`src/rtl/debug_pkg.sv`:
```
// Shared encodings for the debug memory arbiter: FSM states, access
// opcodes and counter widths.
package debug_pkg;

    typedef enum logic [1:0] {
        ST_IDLE   = 2'd0,
        ST_PEND   = 2'd1,
        ST_ACCESS = 2'd2,
        ST_RESP   = 2'd3
    } state_e;

    typedef enum logic {
        OP_RD = 1'b0,
        OP_WR = 1'b1
    } op_e;

    localparam int STARVE_W = 8;
    localparam int LAT_W    = 4;

endpackage

```
`src/rtl/arb_port_mux.sv`:
```
// One memory port's mux: the CPU drives the port unless the debug access
// currently owns it.
module arb_port_mux #(
    parameter int ADDR_W = 10
) (
    input  logic              own_i,
    input  logic [ADDR_W-1:0] cpu_addr_i,
    input  logic [31:0]       cpu_wdata_i,
    input  logic              cpu_we_i,
    input  logic [ADDR_W-1:0] dbg_addr_i,
    input  logic [31:0]       dbg_wdata_i,
    input  logic              dbg_we_i,
    output logic [ADDR_W-1:0] mem_addr_o,
    output logic [31:0]       mem_wdata_o,
    output logic              mem_we_o
);

    assign mem_addr_o  = own_i ? dbg_addr_i  : cpu_addr_i;
    assign mem_wdata_o = own_i ? dbg_wdata_i : cpu_wdata_i;
    assign mem_we_o    = own_i ? dbg_we_i    : cpu_we_i;

endmodule

```
`src/rtl/debug_mem_arbiter.sv`:
```
// Shares the imem/dmem ports between the CPU and the UART debug monitor,
// sequencing single-word debug accesses and stalling the CPU as needed.
module debug_mem_arbiter
    import debug_pkg::*;
#(
    parameter int ADDR_W       = 10,
    parameter int MEM_LATENCY  = 1,
    parameter int STARVE_LIMIT = 15
) (
    input  logic              clk,
    input  logic              rst_n,
    input  logic [31:0]       dbg_addr,
    input  logic [31:0]       dbg_wdata,
    input  logic              dbg_rd_req,
    input  logic              dbg_wr_req,
    input  logic              dbg_sel_imem,
    output logic [31:0]       dbg_rdata,
    output logic              dbg_rdata_valid,
    output logic              dbg_wr_done,
    output logic              dbg_busy,
    input  logic [ADDR_W-1:0] cpu_imem_addr,
    output logic [31:0]       cpu_imem_rdata,
    input  logic [ADDR_W-1:0] cpu_dmem_addr,
    input  logic [31:0]       cpu_dmem_wdata,
    input  logic              cpu_dmem_we,
    input  logic              cpu_dmem_re,
    output logic [31:0]       cpu_dmem_rdata,
    output logic              cpu_stall,
    output logic [ADDR_W-1:0] imem_addr,
    output logic [31:0]       imem_wdata,
    output logic              imem_we,
    input  logic [31:0]       imem_rdata,
    output logic [ADDR_W-1:0] dmem_addr,
    output logic [31:0]       dmem_wdata,
    output logic              dmem_we,
    input  logic [31:0]       dmem_rdata
);

    localparam logic [LAT_W-1:0]    LAT_LAST   = LAT_W'(MEM_LATENCY - 1);
    localparam logic [STARVE_W-1:0] STARVE_MAX = STARVE_W'(STARVE_LIMIT);

    state_e                state_q, state_d;
    op_e                   op_q, op_d;
    logic [ADDR_W-1:0]     addr_q, addr_d;
    logic [31:0]           wdata_q, wdata_d;
    logic                  sel_imem_q, sel_imem_d;
    logic [STARVE_W-1:0]   starve_q, starve_d;
    logic [LAT_W-1:0]      lat_q, lat_d;
    logic [31:0]           rdata_q, rdata_d;

    logic cpu_dmem_active;
    logic starved;
    logic in_access;
    logic dbg_we;
    logic unused_addr_bits;

    assign cpu_dmem_active  = cpu_dmem_we | cpu_dmem_re;
    assign starved          = (starve_q == STARVE_MAX);
    assign in_access        = (state_q == ST_ACCESS);
    assign dbg_we           = in_access && (op_q == OP_WR) && (lat_q == '0);
    assign unused_addr_bits = ^{dbg_addr[31:ADDR_W+2], dbg_addr[1:0]};

    // NOTE: state registers use non-blocking assignments so every flop
    // samples the pre-edge value of every other flop.
    always_ff @(posedge clk or negedge rst_n) begin
        if (!rst_n) begin
            state_q    <= ST_IDLE;
            op_q       <= OP_RD;
            addr_q     <= '0;
            wdata_q    <= '0;
            sel_imem_q <= 1'b0;
            starve_q   <= '0;
            lat_q      <= '0;
            rdata_q    <= '0;
        end else begin
            state_q    <= state_d;
            op_q       <= op_d;
            addr_q     <= addr_d;
            wdata_q    <= wdata_d;
            sel_imem_q <= sel_imem_d;
            starve_q   <= starve_d;
            lat_q      <= lat_d;
            rdata_q    <= rdata_d;
        end
    end

    // NOTE: every next-state variable is defaulted before the case so no
    // path leaves one unassigned and no latch is inferred.
    always_comb begin
        state_d    = state_q;
        op_d       = op_q;
        addr_d     = addr_q;
        wdata_d    = wdata_q;
        sel_imem_d = sel_imem_q;
        starve_d   = starve_q;
        lat_d      = lat_q;
        rdata_d    = rdata_q;

        unique case (state_q)
            ST_IDLE: begin
                if (dbg_rd_req || dbg_wr_req) begin
                    addr_d     = dbg_addr[ADDR_W+1:2];
                    wdata_d    = dbg_wdata;
                    sel_imem_d = dbg_sel_imem;
                    op_d       = dbg_wr_req ? OP_WR : OP_RD;
                    state_d    = ST_PEND;
                end
            end
            ST_PEND: begin
                // imem is never written by the CPU, so it is granted at once.
                if (sel_imem_q || !cpu_dmem_active || starved) begin
                    state_d  = ST_ACCESS;
                    starve_d = '0;
                    lat_d    = '0;
                end else if (!starved) begin
                    starve_d = starve_q + STARVE_W'(1);
                end
            end
            ST_ACCESS: begin
                if (lat_q == LAT_LAST) begin
                    state_d = ST_RESP;
                    if (op_q == OP_RD) begin
                        rdata_d = sel_imem_q ? imem_rdata : dmem_rdata;
                    end
                end else begin
                    lat_d = lat_q + LAT_W'(1);
                end
            end
            ST_RESP: begin
                state_d = ST_IDLE;
            end
            default: begin
                state_d = ST_IDLE;
            end
        endcase
    end

    assign dbg_busy        = (state_q != ST_IDLE);
    assign dbg_rdata       = rdata_q;
    assign dbg_rdata_valid = (state_q == ST_RESP) && (op_q == OP_RD);
    assign dbg_wr_done     = (state_q == ST_RESP) && (op_q == OP_WR);

    // The PEND term freezes the CPU on the cycle it loses a starved dmem.
    assign cpu_stall = (in_access && (sel_imem_q || cpu_dmem_active))
                     || ((state_q == ST_PEND) && !sel_imem_q && starved && cpu_dmem_active);

    assign cpu_imem_rdata = imem_rdata;
    assign cpu_dmem_rdata = dmem_rdata;

    arb_port_mux #(.ADDR_W(ADDR_W)) u_imem_mux (
        .own_i       (in_access && sel_imem_q),
        .cpu_addr_i  (cpu_imem_addr),
        .cpu_wdata_i (32'h0),
        .cpu_we_i    (1'b0),
        .dbg_addr_i  (addr_q),
        .dbg_wdata_i (wdata_q),
        .dbg_we_i    (dbg_we),
        .mem_addr_o  (imem_addr),
        .mem_wdata_o (imem_wdata),
        .mem_we_o    (imem_we)
    );

    arb_port_mux #(.ADDR_W(ADDR_W)) u_dmem_mux (
        .own_i       (in_access && !sel_imem_q),
        .cpu_addr_i  (cpu_dmem_addr),
        .cpu_wdata_i (cpu_dmem_wdata),
        .cpu_we_i    (cpu_dmem_we),
        .dbg_addr_i  (addr_q),
        .dbg_wdata_i (wdata_q),
        .dbg_we_i    (dbg_we),
        .mem_addr_o  (dmem_addr),
        .mem_wdata_o (dmem_wdata),
        .mem_we_o    (dmem_we)
    );

endmodule

```
`config.mk`:
```
export PLATFORM = sky130hd
export DESIGN_NAME = debug_mem_arbiter
export DESIGN_NICKNAME = d
export VERILOG_FILES = /design/src/rtl/debug_pkg.sv /design/src/rtl/arb_port_mux.sv /design/src/rtl/debug_mem_arbiter.sv
export SDC_FILE = /design/constraint.sdc
export NUM_CORES = 1
export LEC_CHECK = 0
export ABC_CLOCK_PERIOD_IN_PS = 3850
export BUFFER_PORTS_ARGS = -buffer_cell sky130_fd_sc_hd__buf_2
export CORE_AREA = 2 2 146 148
export CTS_CLUSTER_SIZE = 14
export DETAILED_ROUTE_END_ITERATION = 6
export DIE_AREA = 0 0 148 150
export SLEW_MARGIN = 20
export SYNTH_ARGS = -nofsm -noshare
export SYNTH_HDL_FRONTEND = slang
export SYNTH_HIERARCHICAL = 1
export SYNTH_SLANG_ARGS = --single-unit
```
`constraint.sdc`:
```
create_clock -name clk -period 3.85 [get_ports clk]
set_clock_uncertainty 0.1 [all_clocks]
set_input_delay 0.77 -clock clk [delete_from_list [all_inputs] [get_ports clk]]
set_output_delay 0.77 -clock clk [all_outputs]
set_load 0.02 [all_outputs]
```
==> flow_metrics.tcl, run 1 <==
set metrics [dict create \
    outcome "finished clean" \
    area_growth_pct 32.5 \
    yosys_warnings 6 \
    initial_core_util_pct 28.6 \
    cts_sinks 90 \
    drt_pass1_iterations 4 \
    final_cell_mix "349 x buf_2, 89 x dfrtp_1, 80 x mux2_4" \
    hold_end "dbg_rdata[8]" \
    post-synth-top-area-fraction_pct 38.0 \
    hold_class "reg -> reg" \
    cp.required_ns 2.98 \
    cts.reportedPaths.clkPinSlew_ns 0.07 \
    ant_nets 0 \
    multi_input_area_sq_mm 0.00305 \
    gp_congestion 0.816 \
    period_minus_slack_ns 3.34 \
    power.net_switching_w 0.00250 \
    worstSkewPairLatency_ns 0.34 \
    p_sw_share_pct 41.4 \
    slew_headroom_pct 43.9 \
    hold_depth 2 \
    seq_area_sq_mm 0.00225 \
    synth_cell_type_count 44 \
    avgViaCountPerCell 4.26 \
    worst-slew-pin-transition_ns 0.842 \
    period_share_pct 86.6 \
    rows 53 \
    cts_inserted_buffers 9 \
    path_max_fanout 43 \
    post_cts_buffers 0 \
    htreeDepth 3 \
    finalNonFillerCells 1084 \
    cts.path.max_buffers 2 \
    p_clk_share_pct 16.1 \
    fill_cells 2069 \
    drive_gt1_share_pct 63.4 \
    setup_tns_ns 0 \
    cellPowerDensity_mw_per_mm2 769 \
    worst_setup_path_start_kind "flop" \
    grt_max_degree 65 \
    postSynthAreaPerCell_sq_um 12.1 \
    grt_pass1_vias 4415 \
    intPower_w 0.00354 \
    critPathCaptureType "output pin" \
    synthTopCellsByArea "dfrtp_1 38%, mux2_4 20%, mux2_2 9.7%" \
    final_common_cell "buf_2" \
    r2r_slack_ns 1.54 \
    r2r-end "state_q[1]" \
    dieArea_sq_mm 0.0222 \
    drt-total-wl_um 15700 \
    rsz0062_at_grt "false" \
    gr-total-overflow 0 \
    synth_edf_count 0 \
    core_sq_mm 0.0207 \
    hold_start "dbg_rdata[8]" \
    layout.nets 997 \
    postCtsResizedCells 0 \
    setup_violations 0 \
    ys_seq_elements 90 \
    reg2reg_depth 5 \
    tritoncts "done" \
    yosys.area.top_type "dfrtp_1" \
    cts_root_buf "clkbuf_16" \
    max-vdd-ir-drop_uv 318 \
    die_h_um 150 \
    synth_seq_area_share_pct 38.0 \
    grt_antenna_before_repair 2 \
    grt_pass1_wl_um 23300 \
    drc 0 \
    ios 373 \
    syn_area_sq_mm 0.00592 \
    synthFlopType "dfrtp_1" \
    dpl.cell_count 1066 \
    drt_iter0_drc 95 \
    die_w_um 148 \
    crit_arrival_ns 2.47 \
    port_buffers 350 \
    p_leak_nw 4.14 \
    pwr-share-seq_pct 29.4 \
    fin_area_sq_mm 0.00785 \
    final_hold_viol_count 0 \
    r2r-start "sel_imem_q" \
    pwr-share-comb_pct 54.5 \
    routedWlPerCell_um 14.5 \
    dpl.hpwl_um 12300 \
    slew_violations 0 \
    worstSetupPathType "reg -> out" \
    cts_hold_buf 0 \
    grt_usage_pct 13.5 \
    ys_async_sr_fraction_pct 100 \
    place_area_sq_mm 0.00752 \
    drv_cap 0 \
    synth_cells 491 \
    post-route-util_pct 37.9 \
    max_freq_mhz 300 \
    vias 4615 \
]
## power groups by stage
stage | registers, W | clock network [W] | logic (W)
2_1_floorplan | 0.00186 | 0 | 0.00246
3_3_place_gp | 0.00179 | 0 | 0.00330
3_5_place_dp | 0.00180 | 0 | 0.00335
4_1_cts | 0.00178 | 0.00101 | 0.00334
5_1_grt | 0.00184 | 0.00105 | 0.00358
6_report | 0.00178 | 0.000970 | 0.00329
## routing by layer
metal | up-vias | global-route usage [%] | part of all wire (%)
li1 | 2253 | - | -
met3 | 14 | 3.23 | 8.5
met1 | 2118 | 14.5 | 37
met5 | - | 0 | 0
met4 | 0 | 4.86 | 1.7
met2 | 230 | 25.7 | 52
## cells in the mapped netlist, types with 3 or more instances
cell,n
dfrtp_1,90
buf_4,64
nor2b_1,5
mux2i_1,33
and3_1,3
nand3_1,5
o21ai_0,39
buf_1,3
nand2_1,40
inv_1,10
buf_12,8
clkbuf_1,11
nor2_1,4
mux2_4,80
mux2_2,51
ha_1,8
## cells by family after synthesis
logic type,share of synthesized area (%)
mux,35.6
buf+inv,12.9
flops,38.0
simple gates,5.68
compound gates,5.81
fa+ha+maj,1.69
xor+xnor,0.296
other cells,0.0633
## worst max-delay path by stage
stage / startpoint / slack [ns] / cells after the start / to
finish: state_q[0] / 0.51 / 6 / dmem_wdata[31]
global route: state_q[0] / 0.35 / 6 / dmem_wdata[31]
CTS: state_q[0] / 0.48 / 6 / dmem_wdata[31]
detailed placement: state_q[0] / 0.86 / 6 / dmem_wdata[31]
global placement: state_q[0] / 0.88 / 6 / dmem_wdata[31]
floorplan: state_q[0] / 1.22 / 7 / dmem_addr[0]
## registers in the layout, indices dropped and copies added, names as in the netlist
register	flops
dbg_rdata	32
addr_q	10
lat_q	4
state_q	2
sel_imem_q	1
op_q	1
starve_q	8
wdata_q	32
## worst max-delay path, stage by stage, from the launching register on
cell     delay, ns
dfrtp_1       0.44
inv_1         0.10
ha_1          0.42
nor2b_4       0.25
buf_12        0.30
mux2_2        0.40
buf_2         0.16
## metrics by stage
step | power [W] | hold WS, ns | worst slack (ns)
finish | 0.00604 | 0.373 | 0.515
global route | 0.00647 | 0.406 | 0.352
CTS | 0.00614 | 0.380 | 0.484
detailed placement | 0.00514 | 0.365 | 0.863
global placement | 0.00509 | 0.357 | 0.884
floorplan | 0.00431 | 0.374 | 1.22
## layout make-up
class	count	area share (%)
clock buffer	12	3.14
timing repair buffer	358	23.4
inverter	10	0.478
clock inverter	4	0.956
multi-input combinational	333	38.8
sequential	90	28.7
tap	275	4.38
antenna	2	0.0638
Note: power is estimated with default switching activity, not from simulation.
==> inputs of run 2 (changes only) <==
--- a/config.mk
+++ b/config.mk
@@ -7,10 +7,10 @@
 export LEC_CHECK = 0
 export ABC_CLOCK_PERIOD_IN_PS = 3850
 export BUFFER_PORTS_ARGS = -buffer_cell sky130_fd_sc_hd__buf_2
-export CORE_AREA = 2 2 146 148
+export CORE_AREA = 2 2 144 146
 export CTS_CLUSTER_SIZE = 14
 export DETAILED_ROUTE_END_ITERATION = 6
-export DIE_AREA = 0 0 148 150
+export DIE_AREA = 0 0 146 148
 export SLEW_MARGIN = 20
 export SYNTH_ARGS = -nofsm -noshare
 export SYNTH_HDL_FRONTEND = slang
==> constraint.sdc (replaced) <==
create_clock -name clk -period 3.85 [get_ports clk]
set_clock_uncertainty 0.1 [all_clocks]
set_input_delay 0.77 -clock clk [delete_from_list [all_inputs] [get_ports clk]]
set_output_delay 0.77 -clock clk [all_outputs]
set_load 0.01 [all_outputs]
==> flow_metrics.tcl, run 2 (synthesis gave the netlist of run 1 again) <==
set metrics [dict create \
    drv_cap 0 \
    crit_path_start "state_q[0]" \
    gp_congestion 0.750 \
    slew_violations 0 \
    tritoncts "done" \
    vias 4636 \
    cts_sinks 90 \
    gr-total-overflow 0 \
    ant_nets 0 \
    die_h_um 148 \
    postCtsResizedCells 0 \
    period_share_pct 92.4 \
    finalNonFillerCells 1079 \
    routedWlPerCell_um 15.2 \
    r2r-end "wdata_q[13]" \
    slew_headroom_pct 43.4 \
    final_cell_mix "349 x buf_2, 89 x dfrtp_1, 80 x mux2_4" \
    worstSetupPathType "reg -> out" \
    worstSkewPairLatency_ns 0.34 \
    htreeDepth 3 \
    core_sq_mm 0.0200 \
    hold_class "reg -> reg" \
    initial_core_util_pct 29.6 \
    grt_usage_pct 14.5 \
    dieArea_sq_mm 0.0216 \
    cts.reportedPaths.clkPinSlew_ns 0.07 \
    p_leak_nw 4.13 \
    hold_ws_ns 0.376 \
    grt_antenna_before_repair 2 \
    cts.path.max_buffers 2 \
    final_hold_viol_count 0 \
    port_buffers 350 \
    reg2reg_depth 5 \
    area_growth_pct 32.0 \
    die_w_um 146 \
    drt_pass1_iterations 4 \
    r2r_slack_ns 1.71 \
    cts_inserted_buffers 9 \
    worst-slew-pin-transition_ns 0.850 \
    dpl.cell_count 1063 \
    max_freq_mhz 281 \
    drive_gt1_share_pct 63.4 \
    post_cts_buffers 0 \
    max-vdd-ir-drop_uv 263 \
    path_max_fanout 25 \
    r2r-start "state_q[0]" \
    post-route-util_pct 39.0 \
    final_common_cell "buf_2" \
    grt_pass1_vias 4493 \
    cp.required_ns 2.98 \
    grt_max_degree 65 \
    crit_arrival_ns 2.69 \
    dpl.hpwl_um 13000 \
    drt_iter0_drc 115 \
    rsz0062_at_grt "false" \
    rows 52 \
    drt-total-wl_um 16400 \
    crit_end "dmem_wdata[31]" \
    grt_pass1_wl_um 24500 \
    cts_hold_buf 0 \
    setup_violations 0 \
    cellPowerDensity_mw_per_mm2 715 \
    cts_root_buf "clkbuf_16" \
    outcome "finished clean" \
    ios 373 \
    worst_setup_path_start_kind "flop" \
    setup_tns_ns 0 \
    insertedDiodeCount 0 \
    layout.nets 999 \
    drc 0 \
    period_minus_slack_ns 3.56 \
    avgViaCountPerCell 4.30 \
    critPathCaptureType "output pin" \
]
run 2: final cells by class:
cell class	instances	area (sq um)
clock inverter	4	52.6
timing repair buffer	360	1850
fill	1996	12200
tap	270	338
clock buffer	12	236
sequential	90	2250
multi-input combinational	333	3050
inverter	10	37.5
run 2: where the power goes:
group | switching [W] | total (W) | internal [W]
logic | 0.00140 | 0.00296 | 0.00155
registers | 0.000347 | 0.00175 | 0.00140
clock network | 0.000379 | 0.000883 | 0.000505
run 2: per-layer routing:
metal	track usage [%]	wire (um)	up-vias
met2	26.1	8330	230
li1	-	-	2250
met4	3.06	97	0
met5	0	0	-
met3	3.70	1210	10
met1	17.4	6790	2146
run 2: through the flow:
stage / area [sq um] / total power [W] / worst slack [ns]
detailed placement: 7530 / 0.00477 / 0.639
floorplan: 6040 / 0.00391 / 1.24
global route: 7820 / 0.00599 / 0.121
finish: 7820 / 0.00559 / 0.293
global placement: 7530 / 0.00472 / 0.683
CTS: 7820 / 0.00569 / 0.246
run 2: worst min-delay path by stage:
stage                    end  depth (start not counted)          start
2_1_floorplan      addr_q[0]                          0          rst_n
3_3_place_gp   dbg_rdata[30]                          2  dbg_rdata[30]
3_5_place_dp   dbg_rdata[20]                          2  dbg_rdata[20]
4_1_cts        dbg_rdata[20]                          2  dbg_rdata[20]
5_1_grt        dbg_rdata[20]                          2  dbg_rdata[20]
6_report       dbg_rdata[23]                          2  dbg_rdata[23]
run 2: worst max-delay path, stage by stage, from the launching register on:
cell and delay [ns]:
dfrtp_1 0.44, inv_1 0.11, ha_1 0.41, nor2b_4 0.58, buf_12 0.29, mux2_2 0.36, buf_2 0.14
